## config.mk

```make
export PLATFORM = sky130hd
export DESIGN_NAME = tim1_shadow_bank
export DESIGN_NICKNAME = d
export VERILOG_FILES = /design/src/rtl/tim1_pkg.sv /design/src/rtl/tim1_shadow_ch.sv /design/src/rtl/tim1_shadow_bank.sv
export SDC_FILE = /design/constraint.sdc
export NUM_CORES = 1
export LEC_CHECK = 0
export BUFFER_PORTS_ARGS = -buffer_cell sky130_fd_sc_hd__buf_2
export CAP_MARGIN = 20
export CORE_AREA = 2 2 105 107
export CTS_BUF_LIST = sky130_fd_sc_hd__clkbuf_8
export DETAILED_ROUTE_END_ITERATION = 10
export DIE_AREA = 0 0 107 109
export HOLD_SLACK_MARGIN = 0.05
export PLACE_DENSITY = 0.81
export SKIP_CTS_REPAIR_TIMING = 1
export SYNTH_ARGS = -nofsm -noshare
export SYNTH_HDL_FRONTEND = slang
export SYNTH_SLANG_ARGS = --single-unit
```

## constraint.sdc

```tcl
create_clock -name clk -period 3.04 [get_ports clk]
set_input_delay 0.912 -clock clk [delete_from_list [all_inputs] [get_ports clk]]
set_output_delay 0.912 -clock clk [all_outputs]
set_load 0.005 [all_outputs]
```

## src/rtl/tim1_pkg.sv

```systemverilog
`default_nettype none
// +----------------------------------------------------------------------+
// | tim1_pkg                                                             |
// | Shared defaults and UEV source encoding for the TIM1 shadow bank.    |
// | Rev 1.0                                                              |
// +----------------------------------------------------------------------+
package tim1_pkg;

    localparam int CH_DEF      = 4;
    localparam int WIDTH_DEF   = 16;
    localparam int REP_W_DEF   = 8;
    localparam int RST_VAL_DEF = 0;

    typedef enum logic [0:0] {
        UEV_SRC_OVF = 1'b0,
        UEV_SRC_UG  = 1'b1
    } uev_src_e;

    // Channel-select width; a single-channel bank still needs one bit.
    function automatic int sel_w(input int ch);
        return (ch > 1) ? $clog2(ch) : 1;
    endfunction

endpackage
`default_nettype wire

```

## src/rtl/tim1_shadow_ch.sv

```systemverilog
`default_nettype none
// +----------------------------------------------------------------------+
// | tim1_shadow_ch                                                       |
// | One buffer/shadow register pair with preload and write forwarding.   |
// | Rev 1.0                                                              |
// +----------------------------------------------------------------------+
module tim1_shadow_ch #(
    parameter int               WIDTH   = 16,
    parameter logic [WIDTH-1:0] RST_VAL = '0
) (
    input  logic             clk,
    input  logic             rst,
    input  logic             wr,
    input  logic [WIDTH-1:0] wr_data,
    input  logic             pe,
    input  logic             uev_c,
    output logic [WIDTH-1:0] breg,
    output logic [WIDTH-1:0] sh_reg
);

    always_ff @(posedge clk) begin
        if (rst) begin
            breg   <= RST_VAL;
            sh_reg <= RST_VAL;
        end else begin
            if (wr) begin
                breg <= wr_data;
            end
            // A write landing with a UEV is forwarded so the shadow never sees stale breg.
            if (wr && (!pe || uev_c)) begin
                sh_reg <= wr_data;
            end else if (pe && uev_c) begin
                sh_reg <= breg;
            end
        end
    end

endmodule
`default_nettype wire

```

## src/rtl/tim1_shadow_bank.sv

```systemverilog
`default_nettype none
// +----------------------------------------------------------------------+
// | tim1_shadow_bank                                                     |
// | TIM1 preload/shadow bank with UEV generation and update flag.        |
// | Optional repetition counter: define TIM1_SHADOW_REP_EN.              |
// | Rev 1.0                                                              |
// +----------------------------------------------------------------------+
module tim1_shadow_bank
    import tim1_pkg::*;
#(
    parameter int               CH      = CH_DEF,
    parameter int               WIDTH   = WIDTH_DEF,
    parameter logic [WIDTH-1:0] RST_VAL = WIDTH'(RST_VAL_DEF),
    parameter int               REP_W   = REP_W_DEF
) (
    input  logic                  clk,
    input  logic                  rst,
    input  logic                  wr_en,
    input  logic [sel_w(CH)-1:0]  wr_sel,
    input  logic [WIDTH-1:0]      wr_data,
    input  logic [CH-1:0]         pe,
    input  logic                  udis,
    input  logic                  urs,
    input  logic                  ovf,
    input  logic                  ug,
    input  logic                  uif_clr,
`ifdef TIM1_SHADOW_REP_EN
    input  logic                  rep_wr,
    input  logic [REP_W-1:0]      rep_data,
    output logic [REP_W-1:0]      rep_cnt,
`endif
    output logic [CH*WIDTH-1:0]   breg,
    output logic [CH*WIDTH-1:0]   sh_reg,
    output logic                  uev,
    output logic                  uif
);

    localparam int SEL_W = sel_w(CH);

    logic     rep_ok;
    logic     uev_c;
    uev_src_e uev_src;

`ifdef TIM1_SHADOW_REP_EN
    logic [REP_W-1:0] rep_buf;

    assign rep_ok = (rep_cnt == '0);

    always_ff @(posedge clk) begin
        if (rst) begin
            rep_buf <= '0;
            rep_cnt <= '0;
        end else begin
            if (rep_wr) begin
                rep_buf <= rep_data;
            end
            // Counting continues under udis; an exhausted count reloads silently.
            if (uev_c) begin
                rep_cnt <= rep_buf;
            end else if (ovf) begin
                rep_cnt <= rep_ok ? rep_buf : rep_cnt - 1'b1;
            end
        end
    end
`else
    assign rep_ok = 1'b1;
`endif

    assign uev_c   = ug | (ovf & ~udis & rep_ok);
    // A coincident ovf claims the event, so urs still lets it through.
    assign uev_src = ovf ? UEV_SRC_OVF : UEV_SRC_UG;

    always_ff @(posedge clk) begin
        if (rst) begin
            uev <= 1'b0;
            uif <= 1'b0;
        end else begin
            uev <= uev_c;
            if (uev_c && ((uev_src == UEV_SRC_OVF) || !urs)) begin
                uif <= 1'b1;
            end else if (uif_clr) begin
                uif <= 1'b0;
            end
        end
    end

    generate
        for (genvar i = 0; i < CH; i++) begin : g_ch
            logic ch_wr;

            assign ch_wr = wr_en && (wr_sel == SEL_W'(i));

            tim1_shadow_ch #(
                .WIDTH   (WIDTH),
                .RST_VAL (RST_VAL)
            ) u_ch (
                .clk     (clk),
                .rst     (rst),
                .wr      (ch_wr),
                .wr_data (wr_data),
                .pe      (pe[i]),
                .uev_c   (uev_c),
                .breg    (breg[i*WIDTH +: WIDTH]),
                .sh_reg  (sh_reg[i*WIDTH +: WIDTH])
            );
        end
    endgenerate

endmodule
`default_nettype wire
```

Word-level counts from Yosys, hierarchy flattened
Index checks and enable logic that the tools add are counted.
{"block": "classes", "n_reduce_logical": 29, "n_eq_ne": 3, "n_bitwise": 3, "muxes": 10}
{"cell": "16-bit two-way mux", "count": 8}
{"cell": "1-bit logical AND", "count": 13}
{"cell": "2-bit nonzero test", "count": 5}
{"cell": "1-bit logical NOT", "count": 5}
{"cell": "1-bit logical OR", "count": 5}
{"cell": "2-bit equality test, second input constant", "count": 2}
{"cell": "2-bit by 1-bit equality test with 1-bit output, second input constant", "count": 1}
{"cell": "2-bit logical NOT", "count": 1}
{"cell": "1-bit two-way mux", "count": 2}
{"cell": "1-bit AND", "count": 1}
{"cell": "1-bit inverter", "count": 1}
{"cell": "1-bit OR", "count": 1}
{"block": "totals", "reg_bits": 130, "out_inout_bits": 130, "input_bits": 30}

Depth between registers and ports, before layout
{"block": "depth", "depth_word": 6, "depth_mapped": 7}

Cells and area by module
Synthesis repeated with hierarchy kept, for this count alone.
{"block": "unflattened", "hier_cells": 661, "hier_area_um2": 6170.9}
{"mod": "tim1_shadow_ch", "area_per_inst_um2": 1512.7, "cells_each": 162, "seq_area_each_um2": 640.6, "instances": 4}
{"mod": "tim1_shadow_bank", "area_per_inst_um2": 120.1, "cells_each": 13, "seq_area_each_um2": 40.0, "instances": 1}

Least setup slack after synthesis
No wires, ideal clock.
{"block": "synth_timing", "path_type": "in2reg", "startpoint": "input port wr_en", "endpoint": "register g_ch[3].u_ch.sh_reg[10]", "required_time_ns": 2.908, "slack_ns": 0.949, "stages": 7, "setup_ns": 0.132, "t_arrival_ns": 1.959, "path_cell_list": "buf_4 -> and3_1 -> buf_4 -> o22a_2 -> buf_2 -> o22ai_1 -> nor3_1"}
{"block": "synth_via", "elab_chain_cells": 3, "elab_cells_between_ends": 4, "cone_classes": "mux: 1; reduce/logical: 3"}
{"element": "start: declaration", "line": "tim1_shadow_bank.sv:18", "rtl": "input logic wr_en,"}
{"element": "1-bit logical AND (*)", "line": "tim1_shadow_bank.sv:91", "rtl": "assign ch_wr = wr_en && (wr_sel == SEL_W'(i));"}
{"element": "1-bit logical AND (*)", "line": "tim1_shadow_ch.sv:30", "rtl": "if (wr && (!pe || uev_c)) begin"}
{"element": "16-bit two-way mux / 2-bit nonzero test (equally long branches)"}
{"element": "end signal: assignment", "line": "tim1_shadow_ch.sv:31", "rtl": "sh_reg <= wr_data;"}
{"element": "end signal: assignment", "line": "tim1_shadow_ch.sv:33", "rtl": "sh_reg <= breg;"}
{"element": "end: declaration", "line": "tim1_shadow_ch.sv:18", "rtl": "output logic [WIDTH-1:0] sh_reg"}
Mark *: on every way between the ends. The rest lies on a longest branch, timed or not.
A chain may end at the register's enable or synchronous reset.

Final worst setup path
{"block": "layout_timing", "startpoint": "input port ovf", "endpoint": "register g_ch[2].u_ch.sh_reg[14]"}
{"block": "layout_via", "elab_chain_cells": 5, "elab_cells_between_ends": 7, "cone_classes": "mux: 1; bitwise: 2; reduce/logical: 4"}
{"element": "start: declaration", "line": "tim1_shadow_bank.sv:24", "rtl": "input logic ovf,"}
{"element": "1-bit AND (*)", "line": "tim1_shadow_bank.sv:69", "rtl": "assign uev_c = ug | (ovf & ~udis & rep_ok);"}
{"element": "1-bit OR (*)", "line": "tim1_shadow_bank.sv:69"}
{"element": "1-bit logical OR", "line": "tim1_shadow_ch.sv:30"}
{"element": "1-bit logical AND", "line": "tim1_shadow_ch.sv:30"}
{"element": "16-bit two-way mux / 2-bit nonzero test (equally long branches)"}
{"element": "end signal: assignment", "line": "tim1_shadow_ch.sv:31"}
{"element": "end signal: assignment", "line": "tim1_shadow_ch.sv:33"}
{"element": "end: declaration", "line": "tim1_shadow_ch.sv:18"}
Marks and branches as above.

==> results.py <==
metrics = {
    "status": {
        "status": "finished clean",
    },
    "place": {
        "placed_cells": 868,
        "place_congestion": 0.860,
        "numPortBuffers": 159,
        "dpl.hpwl_mm": 10.8,
        "placed_area_sq_um": 5860,
    },
    "global_route": {
        "grt.overflow.total": 0,
        "track_usage": 0.272,
        "grt_max_degree": 58,
        "grt_pass1_vias": 4814,
        "antenna_found_initial": 1,
        "grt_pass1_wl_mm": 24.3,
    },
    "critical_path": {
        "slowest_delay_ns": 0.49,
        "critPathCaptureType": "flop",
        "reg2regPathDepth": 2,
        "crit_chain": "buf_2, nor2b_2, buf_4, o22a_1, o22ai_1, nor3_1",
        "cp.arrival_ns": 2.59,
        "critPathTopFamily": "simple AND/OR/NAND/NOR gates",
        "r2r_end": "g_ch[2].u_ch.sh_reg[12]",
        "crit_type": "in2reg",
        "cp_num_buf_inv": 2,
        "crit_fanout": 13,
        "ff2ff_setup_slack_ns": 2.21,
        "startpoint_type": "input pin",
        "setup.worst_path.start": "ovf",
        "cp.required_ns": 3.37,
        "r2r-start": "g_ch[2].u_ch.breg[12]",
        "path_depth": 6,
        "crit_slowest_cell": "o22a_1",
    },
    "timing": {
        "slew_violations": 0,
        "period_needed_ns": 2.26,
        "finalHoldViolCount": 0,
        "rsz0062_at_grt": "false",
        "slew_headroom": 0.419,
        "period_share": 0.744,
        "setup-tns-final_ns": 0,
        "setup_violations": 0,
        "worst_slew_pin_slew_ns": 0.869,
        "clock_skew_ns": 0.0119,
        "fmax_ghz": 0.442,
    },
    "power_and_ir_drop": {
        "p_sw_frac": 0.289,
        "p_comb_frac": 0.130,
        "p_leak_nw": 2.76,
        "p_clk_frac": 0.374,
        "irDropWorstVdd_mv": 0.303,
        "p_sw_mw": 1.09,
        "p_seq_frac": 0.496,
        "internal_power_mw": 2.68,
        "powerDensity_nw_per_um2": 603,
    },
    "logic_synthesis": {
        "ys_ff_latch": 130,
        "netlist_instances": 614,
        "synth-edff-count": 0,
        "synthTopCellsByCount": "140 x nand2_1, 130 x dfxtp_1, 66 x nor2_1",
        "syn-num-nets": 644,
        "avgSynthCellArea_sq_um": 8.31,
        "synthFlopType": "dfxtp_1",
        "yosysMostFrequentCell": "nand2_1",
        "yosysWarnings": 0,
        "yosysUniqueCellTypes": 32,
        "syn-cell-area_sq_um": 5100,
        "yosys.area.top_type_share": 0.510,
        "synth_area_leaders": "dfxtp_1 51%, nand2_1 10%, o22ai_1 6.9%, a21oi_1 6.4%, nor2_1 4.9%",
        "ys_seq_area_frac": 0.510,
        "yosysTopAreaCell": "dfxtp_1",
        "postSynth.asyncResetShare": 0,
    },
    "worst_hold_path": {
        "hp-class": "reg2reg",
        "min_to": "g_ch[2].u_ch.breg[15]",
        "worstHoldStart": "g_ch[2].u_ch.breg[15]",
        "whs_path_depth": 2,
    },
    "clocking": {
        "cts.sinks": 130,
        "htreeDepth": 4,
        "cts_tree": "built",
        "insertion_delay_ns": 0.45,
        "cts_root_buffer": "clkbuf_8",
        "clkTransAtPathRegs_ns": 0.07,
        "numCtsBuffers": 17,
        "cts_buffer_depth": 2,
    },
    "die": {
        "ios": 160,
        "dieArea_sq_um": 11700,
        "core_area_sq_um": 10600,
        "initial_utilization": 0.481,
        "die_w_um": 107,
        "rows": 38,
        "die_h_um": 109,
    },
    "route": {
        "dr.pass1.iters": 5,
        "drc_errors": 0,
        "final_antenna_net_count": 0,
        "drt-initial-drc-count": 391,
        "via_per_inst": 5.60,
        "wl_mm": 15.8,
        "wl_per_cell_um": 17.5,
        "vias": 5047,
    },
    "run": {
        "max_cap_violations": 0,
    },
    "layout": {
        "final_area_sq_um": 6240,
        "multiInputGateArea_sq_um": 2150,
        "fill_cells": 961,
        "seqCellArea_sq_um": 2600,
        "drive_gt1_frac": 0.301,
        "stdcell_count": 901,
        "syn_to_final_growth_pct": 22.2,
        "final_nets": 777,
    },
}
-- power groups by stage --
stage	registers, mW	clock network (mW)	logic [mW]
after floorplan	1.90	0	0.296
after global placement	1.90	0	0.466
after detailed placement	1.90	0	0.486
after CTS	1.87	1.42	0.487
after global routing	1.88	1.49	0.538
final	1.87	1.41	0.489
-- stage by stage --
step	utilization	setup WS [ns]	hold WS (ns)	total power, mW
CTS	0.588	0.906	0.473	3.78
global placement	0.552	0.596	0.454	2.37
detailed placement	0.552	0.444	0.461	2.39
finish	0.588	0.777	0.474	3.76
floorplan	-	0.949	0.462	2.20
global route	0.588	0.671	0.495	3.90
-- cell usage in the layout, fill, tap and decap left out, types with 6 or more instances in the layout --
master,netlist,routed
a21oi_1,65,65
dfxtp_1,130,130
clkbuf_8,0,18
nor3_2,10,10
o22ai_1,56,56
buf_4,17,15
nor3_1,45,45
buf_2,15,158
nor2_1,66,66
nand2_1,140,140
a311oi_1,6,6
-- worst max path at each step --
stage                              end
6_report       g_ch[2].u_ch.sh_reg[14]
5_1_grt        g_ch[2].u_ch.sh_reg[14]
4_1_cts        g_ch[2].u_ch.sh_reg[14]
3_5_place_dp   g_ch[2].u_ch.sh_reg[14]
3_3_place_gp   g_ch[2].u_ch.sh_reg[13]
2_1_floorplan  g_ch[3].u_ch.sh_reg[10]
-- layer usage --
metal | global-route usage | share of wire | wire length, um | up-vias
met1 | 0.343 | 0.40 | 6370 | 2381
met4 | 0.142 | 0.026 | 418 | 0
met5 | 0 | 0 | 0 | -
li1 | - | - | - | 2373
met2 | 0.442 | 0.48 | 7590 | 262
met3 | 0.0562 | 0.089 | 1400 | 31
-- worst register-to-register path: cells and delay by family, from the launching register on --
kind           cells  cell delay, ns
flip-flops         1            0.40
AO/OA/AOI/OAI      1            0.24
multiplexers       1            0.11
-- cells by family after synthesis --
logic type / after synthesis / synth area share
AOI/OAI and AO/OA: 145 / 0.178
buffers and inverters: 61 / 0.0691
DFF: 130 / 0.510
muxes: 3 / 0.00588
and+or+nand+nor: 275 / 0.237
-- final cells by class --
| class | instances | area share |
|---|---|---|
| Clock buffer | 18 | 0.0397 |
| Sequential cell | 130 | 0.417 |
| Tap cell | 140 | 0.0281 |
| Clock inverter | 14 | 0.0211 |
| Inverter | 1 | 0.000602 |
| Timing Repair Buffer | 174 | 0.148 |
| Multi-Input combinational cell | 423 | 0.345 |
| Antenna cell | 1 | 0.000401 |
Power figures use the tool's default switching activity.
